**src/rtl/div_unit.sv**
```systemverilog
// rtl/div_unit.sv - multi-cycle radix-2 restoring integer divider (RISC-V DIV/DIVU/REM/REMU)
//
// Purpose: execute-stage divider. It accepts a divsel code from decode and the
// ID/EX operands. It holds the pipeline through stall_req while it iterates.
// Divide-by-zero and signed overflow complete on a fast path that skips CALC.
//
// Ports:
//   clk        rising-edge clock
//   rst_n      asynchronous active-low reset
//   start      division instruction valid in EX this cycle
//   divsel     001 div, 010 divu, 011 rem, 100 remu; other codes ignored
//   dividend   rs1 operand
//   divisor    rs2 operand
//   flush      synchronous kill of any in-flight operation
//   stall_req  combinational pipeline hold request
//   busy       registered, high in CALC/FIX
//   done       registered one-cycle completion pulse
//   result     quotient or remainder, held until the next completion

module div_unit #(
  parameter int WIDTH = 32
) (
  input  logic             clk,
  input  logic             rst_n,
  input  logic             start,
  input  logic [2:0]       divsel,
  input  logic [WIDTH-1:0] dividend,
  input  logic [WIDTH-1:0] divisor,
  input  logic             flush,
  output logic             stall_req,
  output logic             busy,
  output logic             done,
  output logic [WIDTH-1:0] result
);

  localparam int CW = $clog2(WIDTH);
  localparam logic [CW-1:0] CNT_INIT = CW'(WIDTH - 1);

  typedef enum logic [1:0] {
    S_IDLE,
    S_CALC,
    S_FIX,
    S_DONE
  } state_e;

  state_e           state_q, state_d;
  logic [WIDTH-1:0] quo_q, quo_d;
  logic [WIDTH-1:0] rem_q, rem_d;
  logic [WIDTH-1:0] dvs_q, dvs_d;
  logic [CW-1:0]    cnt_q, cnt_d;
  logic             neg_quo_q, neg_quo_d;
  logic             neg_rem_q, neg_rem_d;
  logic             rem_op_q, rem_op_d;
  logic [WIDTH-1:0] result_q, result_d;
  logic             done_q, done_d;
  logic             busy_q, busy_d;

  logic             op_valid, in_signed, in_rem, accept;
  logic             a_neg, b_neg, div_zero, overflow;
  logic [WIDTH-1:0] a_mag, b_mag;
  logic [WIDTH:0]   shifted, diff;
  logic             ge;
  logic [WIDTH-1:0] quo_fix, rem_fix;

  always_comb begin
    op_valid  = (divsel >= 3'b001) && (divsel <= 3'b100);
    in_signed = (divsel == 3'b001) || (divsel == 3'b011);
    in_rem    = (divsel == 3'b011) || (divsel == 3'b100);
    accept    = (state_q == S_IDLE) && start && op_valid && !flush;

    a_neg    = in_signed && dividend[WIDTH-1];
    b_neg    = in_signed && divisor[WIDTH-1];
    a_mag    = a_neg ? (~dividend + 1'b1) : dividend;
    b_mag    = b_neg ? (~divisor + 1'b1) : divisor;
    div_zero = (divisor == '0);
    overflow = in_signed && (dividend == {1'b1, {(WIDTH-1){1'b0}}}) && (divisor == '1);

    // The partial remainder never reaches the divisor, so it fits in WIDTH bits.
    // After the shift it needs one extra bit for the compare.
    shifted = {rem_q, quo_q[WIDTH-1]};
    diff    = shifted - {1'b0, dvs_q};
    ge      = shifted >= {1'b0, dvs_q};

    quo_fix = neg_quo_q ? (~quo_q + 1'b1) : quo_q;
    rem_fix = neg_rem_q ? (~rem_q + 1'b1) : rem_q;
  end

  assign stall_req = accept || (state_q == S_CALC) || (state_q == S_FIX);

  always_comb begin
    state_d   = state_q;
    quo_d     = quo_q;
    rem_d     = rem_q;
    dvs_d     = dvs_q;
    cnt_d     = cnt_q;
    neg_quo_d = neg_quo_q;
    neg_rem_d = neg_rem_q;
    rem_op_d  = rem_op_q;
    result_d  = result_q;

    unique case (state_q)
      S_IDLE: begin
        if (accept) begin
          if (div_zero || overflow) begin
            if (div_zero) result_d = in_rem ? dividend : '1;
            else          result_d = in_rem ? '0 : dividend;
            state_d = S_DONE;
          end else begin
            quo_d     = a_mag;
            dvs_d     = b_mag;
            rem_d     = '0;
            cnt_d     = CNT_INIT;
            neg_quo_d = a_neg ^ b_neg;
            neg_rem_d = a_neg;
            rem_op_d  = in_rem;
            state_d   = S_CALC;
          end
        end
      end
      S_CALC: begin
        if (flush) begin
          state_d = S_IDLE;
        end else begin
          rem_d = ge ? diff[WIDTH-1:0] : shifted[WIDTH-1:0];
          quo_d = {quo_q[WIDTH-2:0], ge};
          if (cnt_q == '0) state_d = S_FIX;
          else             cnt_d   = cnt_q - 1'b1;
        end
      end
      S_FIX: begin
        if (flush) begin
          state_d = S_IDLE;
        end else begin
          result_d = rem_op_q ? rem_fix : quo_fix;
          state_d  = S_DONE;
        end
      end
      S_DONE:  state_d = S_IDLE;
      default: state_d = S_IDLE;
    endcase

    done_d = (state_d == S_DONE);
    busy_d = (state_d == S_CALC) || (state_d == S_FIX);
  end

  always_ff @(posedge clk or negedge rst_n) begin
    if (!rst_n) begin
      state_q   <= S_IDLE;
      quo_q     <= '0;
      rem_q     <= '0;
      dvs_q     <= '0;
      cnt_q     <= '0;
      neg_quo_q <= 1'b0;
      neg_rem_q <= 1'b0;
      rem_op_q  <= 1'b0;
      result_q  <= '0;
      done_q    <= 1'b0;
      busy_q    <= 1'b0;
    end else begin
      state_q   <= state_d;
      quo_q     <= quo_d;
      rem_q     <= rem_d;
      dvs_q     <= dvs_d;
      cnt_q     <= cnt_d;
      neg_quo_q <= neg_quo_d;
      neg_rem_q <= neg_rem_d;
      rem_op_q  <= rem_op_d;
      result_q  <= result_d;
      done_q    <= done_d;
      busy_q    <= busy_d;
    end
  end

  assign result = result_q;
  assign done   = done_q;
  assign busy   = busy_q;

endmodule
```
**config.mk**
```make
export PLATFORM = sky130hd
export DESIGN_NAME = div_unit
export DESIGN_NICKNAME = d
export VERILOG_FILES = /design/src/rtl/div_unit.sv
export SDC_FILE = /design/constraint.sdc
export NUM_CORES = 1
export LEC_CHECK = 0
export CORE_MARGIN = 2
export CORE_UTILIZATION = 53
export CTS_CLUSTER_SIZE = 20
export DETAILED_ROUTE_END_ITERATION = 7
export HOLD_SLACK_MARGIN = 0.12
export PLACE_DENSITY = 0.79
export SLEW_MARGIN = 20
export SYNTH_ARGS = -nofsm -noshare
export SYNTH_HDL_FRONTEND = slang
export SYNTH_SLANG_ARGS = --single-unit
```
**constraint.sdc**
```tcl
create_clock -name clk -period 2.8 [get_ports clk]
set_input_delay 0.7 -clock clk [delete_from_list [all_inputs] [get_ports clk]]
set_output_delay 0.7 -clock clk [all_outputs]
set_load 0.02 [all_outputs]
```
[Yosys cells after proc, flatten, opt, wreduce, memory -nomap -nowiden]
Index checks and enable logic that the tools add are counted.
Word-level totals
  input port bits: 71
  bits in writable memories: 0
  register bits after elaboration: 140
  output and inout bits: 35
  bits in latches: 0
  memories: 0
  memory bits (read-only): 0
Operators by class
  equal/unequal tests: 17
  multiplexer cells: 32
  div/mod/pow operators: 0
  multiply operators: 0
  $add $sub $neg: 6
  bitwise logic cells: 6
  shifts and indexed selects: 0
  magnitude comparators: 3
  reduce and logical (&&, ||, !) cells: 24
Operators by type and width (number)
  $mux 32: 18
  $pmux 32 s2: 3
  $add 32x1->32 const B: 4
  $not 32->32: 4
  $eq 32x32->1 const B: 2
  $ge 33x32->1: 1
  $logic_not 32->1: 1
  $sub 32x32->32: 1
  $mux 5: 4
  $mux 2: 5
  $ne 2x2->1 const B: 5
  $pmux 5 s2: 1
  $eq 2x2->1 const B: 4
  $logic_and 1x1->1: 8
  $pmux 2 s4: 1
  $reduce_and 4->1: 2
  $logic_or 1x1->1: 6
  $logic_not 5->1: 1
  $reduce_and 5->1: 1
  $sub 5x1->5 const B: 1
  $eq 2x1->1 const B: 2
  $reduce_bool 2->1: 2
  $eq 3x1->1 const B: 1
  $eq 3x2->1 const B: 1
  other kinds (9): 9

[Logic depth before layout (Yosys ltp)]
Gate-level depths: netlist of the first run.
  depth after elaboration: 10
  depth in mapped cells: 12
  depth with buffers taken out: 12

[Least setup slack after synthesis of the first run]
Ideal clock, no wire load.
  path type: input to register
  start point: input port divisor[2]
  end point: register busy_q (netlist: busy)
  stages on the path: 10
  setup slack: -0.163 ns
  data required time: 2.674 ns
  data arrival time: 2.837 ns
  path buffers: 2
  cells stage by stage: or3_1 > clkbuf_1 > nor4_1 > nand4_2 > o22a_1 > nor2_1 > nor2_1 > clkbuf_1 > o21ai_0 > ha_1
On the way
  cells in the longest elaborated chain, start to end: 8
  elaborated cells on any way between the ends: 10
  classes of those cells: eq/ne: 3; mux: 3; reduce/logical: 4
Ends and longest elaborated chain
  from (decl): RTL line 28  | input logic [WIDTH-1:0] divisor,
  $eq 32x32->1: RTL line 76  | overflow = in_signed && (dividend == {1'b1, {(WIDTH-1){1'b0}}}) && (divisor == '1);
  $logic_and 1x1->1: RTL line 76
  $logic_or 1x1->1 (*): RTL line 104  | if (div_zero || overflow) begin
  $mux 2 (*): RTL line 104
  $mux 2 (*): RTL line 103  | if (accept) begin
  $pmux 2 s4 (*): RTL line 101  | unique case (state_q)
  via state_d[1]: RTL line 46  | state_e state_q, state_d;
  $eq 2x1->1 / $eq 2x2->1 (equally long branches): RTL line 143  | busy_d = (state_d == S_CALC) || (state_d == S_FIX);
  $logic_or 1x1->1 (*): RTL line 143
  via busy_d: RTL line 56  | logic busy_q, busy_d;
  to (signal assigned): RTL line 170  | busy_q <= busy_d;
  to (decl): RTL line 56
The timed path passes the listed nets; every way through them passes the cells marked *.
A chain may end at the register's enable or synchronous reset.

[Final worst setup path of the first run]
  start point: input port dividend[0]
  end point: register quo_q[15]
On the way
  cells in the longest elaborated chain, start to end: 6
  elaborated cells on any way between the ends: 12
  classes of those cells: add/sub: 1; eq/ne: 2; mux: 4; bitwise: 1; reduce/logical: 4
Ends and longest elaborated chain
  from (decl): RTL line 27  | input logic [WIDTH-1:0] dividend,
  $not 32->32 / $eq 32x32->1 (equally long branches): RTL line 73, 76
  $add 32x1->32 / $logic_and 1x1->1 (equally long branches): RTL line 73, 76
  $mux 32 / $logic_and 1x1->1 (equally long branches): RTL line 73, 76
  $mux 32 / $logic_or 1x1->1 (equally long branches): RTL line 104
  $mux 32 / $ne 2x2->1 (equally long branches)
  $pmux 32 s2 / $reduce_and 4->1 (equally long branches)
  to (signal assigned): RTL line 161  | quo_q <= quo_d;
  to (decl): RTL line 47  | logic [WIDTH-1:0] quo_q, quo_d;
Parallel ways exist; a longest one is shown, timed or not. The select of a mux whose other input is x is not followed.

==> results.py, run 1 <==
metrics = {
    "layout": {
        "nFillCells": 1232,
        "fin_cells": 2093,
        "final_nets": 1918,
        "area_growth_pct": 52.7,
        "final_common_cell": "buf_4",
        "post-route-util_pct": 81.7,
        "diodes": 0,
        "mostFrequentLayoutCells": "327 x buf_4, 138 x nand2_1, 135 x dfrtp_1",
        "design_area_mm2": 0.0170,
        "drive_gt1_share_pct": 32.0,
        "multi_input_area_mm2": 0.00808,
        "seq_area_mm2": 0.00351,
    },
    "floorplanning": {
        "dieWidth_um": 149,
        "chipHeight_um": 149,
        "num_rows": 53,
        "start_util_pct": 53.5,
        "dieArea_mm2": 0.0222,
        "fp.coreArea_mm2": 0.0208,
        "io_pins": 106,
    },
    "sta": {
        "tightestPinTransition_ps": 931,
        "drv_slew": 0,
        "timing.final.crit_share_pct": 119,
        "tns_ps": -13520,
        "maxSlewHeadroom_pct": 38.0,
        "period_minus_slack_ps": 3340,
        "fin_ws_ps": -544,
        "rsz0062_at_grt": "true",
        "whs_ps": 177,
        "hold_viol": 0,
        "max_freq_mhz": 299,
        "clock_skew_ps": 12.0,
        "setup_violations": 132,
    },
    "routing": {
        "drc": 6,
        "vias": 13505,
        "viasPerCell": 6.45,
        "drtIter0Drc": 1771,
        "ant_nets": 0,
        "drt-wirelength-per-cell_um": 22.6,
        "wirelength_mm": 47.4,
        "first_pass_iters": 8,
    },
    "cts": {
        "cts_made_buffers": 17,
        "cts_tree": "built",
        "clock_sinks": 140,
        "worstSkewPairLatency_ps": 440,
        "htree_num_levels": 4,
        "path_clk_slew_ps": 60,
        "cts_buffer_depth": 2,
        "holdBufCountCts": 0,
        "root_buffer": "clkbuf_16",
    },
    "critical_path": {
        "worst-setup-path-type": "in2reg",
        "critical_path_required_ps": 3120,
        "crit_path_start_kind": "input pin",
        "slowest_delay_ps": 610,
        "critical-path-top-delay-family": "simple AND/OR/NAND/NOR gates",
        "cp_data_arrival_time_ps": 3660,
        "path_max_fanout": 3,
        "cp_slowest_cell": "and4_1",
        "cpMostUsedCell": "buf_4",
        "cp.buffers_inverters": 3,
        "critical_path.cell_chain": "clkdlybuf4s50_1 -> buf_4 -> nor2_1 -> and4_1 -> nand2_1 -> buf_4 -> o31ai_2 -> xor2_1 -> nor2_4 -> a221o_1",
        "cp-end-kind": "flop",
    },
    "yosys": {
        "synth_edf_count": 0,
        "synth_top_area_share_pct": 31.5,
        "syn_area_mm2": 0.0111,
        "yosys_warnings": 0,
        "ys.flop_type": "dfrtp_1",
        "synth.net_count": 1503,
        "seq_area_frac_synth_pct": 31.5,
        "syn_inst": 1391,
        "avgSynthCellArea_um2": 8.01,
        "yosys.area.top_type": "dfrtp_1",
        "ys_ff_latch": 140,
        "synth_area_leaders": "dfrtp_1 31%, xnor2_1 5.7%, xor2_1 5.6%",
        "yosys.cell_types.count": 76,
        "async_flop_share_pct": 100,
    },
    "power_and_ir_drop": {
        "worst_ir_drop_vdd_v": 0.000348,
        "pwr_density_cell_mw_per_mm2": 553,
        "power.total_mw": 9.41,
        "leakagePower_nw": 7.65,
    },
    "global_routing": {
        "grt_overflow_total": 0,
        "grt_util_all_layers_pct": 36.7,
        "antenna_found_initial": 2,
        "grt_max_degree": 59,
        "grt_pass1_vias": 12615,
        "grt_pass1_wl_mm": 64.1,
    },
    "place": {
        "hpwl_mm": 30.3,
        "port_buffers": 105,
        "place.gp.congestion": 1.01,
        "place_inst": 2011,
        "placed_area_mm2": 0.0148,
        "dp_slack_ps": -683,
    },
    "job": {
        "max_cap_violations": 0,
    },
    "run_status": {
        "status": "finished, violations left",
        "failed_checks": "DRC, setup timing",
    },
    "min_path": {
        "hold_path_class": "in2async",
    },
}
## layer usage
| metal | share of wire [%] | vias to the layer above | global-route usage (%) |
|---|---|---|---|
| li1 | - | 5876 | - |
| met1 | 34 | 6246 | 43.5 |
| met2 | 46 | 1028 | 62.1 |
| met3 | 11 | 349 | 6.70 |
| met4 | 8.2 | 6 | 22.3 |
| met5 | 0.17 | - | 0 |
## registers in the layout, summed over array words and instances (netlist names)
signal and cells:
rem_q 32, cnt_q 5, state_q 2, neg_quo_q 1, neg_rem_q 1, done 1, busy 1, quo_q 32
result 32, rem_op_q 1, dvs_q 32
## synth_stat cells, types with 18 or more instances
cell type / count
xor2_1: 71
o21ai_0: 98
o31ai_1: 26
dfrtp_1: 140
clkbuf_1: 58
inv_1: 72
or3_1: 18
nand4_1: 23
xnor2_1: 73
a21oi_1: 106
a221o_1: 22
nor3_1: 35
nand2_1: 141
ha_1: 40
nand3_1: 26
a21o_1: 20
a211oi_1: 19
mux2i_1: 20
o21ai_1: 31
nor2_1: 137
o211ai_1: 20
## logic make-up (layout without fill, tap and decap cells)
kind of cell	after synthesis	after routing	synth area share, %
fa+ha+maj	41	41	4.67
xor+xnor	144	144	11.3
simple gates	462	463	20.1
flops	140	140	31.5
buf+inv	152	578	5.48
mux	21	21	1.90
compound gates	431	431	25.1
## area by class of cell
cell class	instances	share of cell area, %
Inverter	72	1.59
Clock buffer	19	2.60
Timing Repair Buffer	475	25.2
Multi-Input combinational cell	1100	47.5
Sequential cell	140	20.6
Tap cell	275	2.02
Clock inverter	12	0.449
## report_power, final
part	internal (mW)	switching [mW]	total (mW)
registers	2.42	0.461	2.88
logic	2.04	2.41	4.45
clock network	1.14	0.937	2.07
total	5.60	3.81	9.41
## worst reg2reg max path: stages, from the launching register on
cell and delay [ps]:
dfrtp_1 370, or4_4 570, or4_4 480, or3_1 400, o41ai_2 460, xor2_1 230
nor2_1 80, a211oi_2 260, buf_4 160, nor3_1 50
## worst paths after layout
check,startpoint,end,slack [ps],cells past startpoint
setup / recovery,dividend[0],quo_q[15],-540,10
hold / removal,rst_n,result[1],180,1
setup reg to reg,quo_q[10],result[18],-400,9
hold reg to reg,dvs_q[25],dvs_q[25],480,2
max in group asynchronous,rst_n,rem_q[26],1880,2
min in group clk,dvs_q[25],dvs_q[25],480,2
## what timing repair did
item                       in CTS  in global routing
setup endpoints to repair     137                138
pin swaps                      31                 66
resized for setup              84                204
gates cloned                    4                 12
buffers inserted               16                 22
(Power assumes the default switching activity.)
==> run 2: changes to the inputs <==
--- a/config.mk
+++ b/config.mk
@@ -7,7 +7,7 @@
 export LEC_CHECK = 0
 export CORE_MARGIN = 2
 export CORE_UTILIZATION = 53
-export CTS_CLUSTER_SIZE = 20
+export CTS_CLUSTER_SIZE = 16
 export DETAILED_ROUTE_END_ITERATION = 7
 export HOLD_SLACK_MARGIN = 0.12
 export PLACE_DENSITY = 0.79
==> results of run 2 <==
Final layout, timing and power as in run 1 (identical DEF).
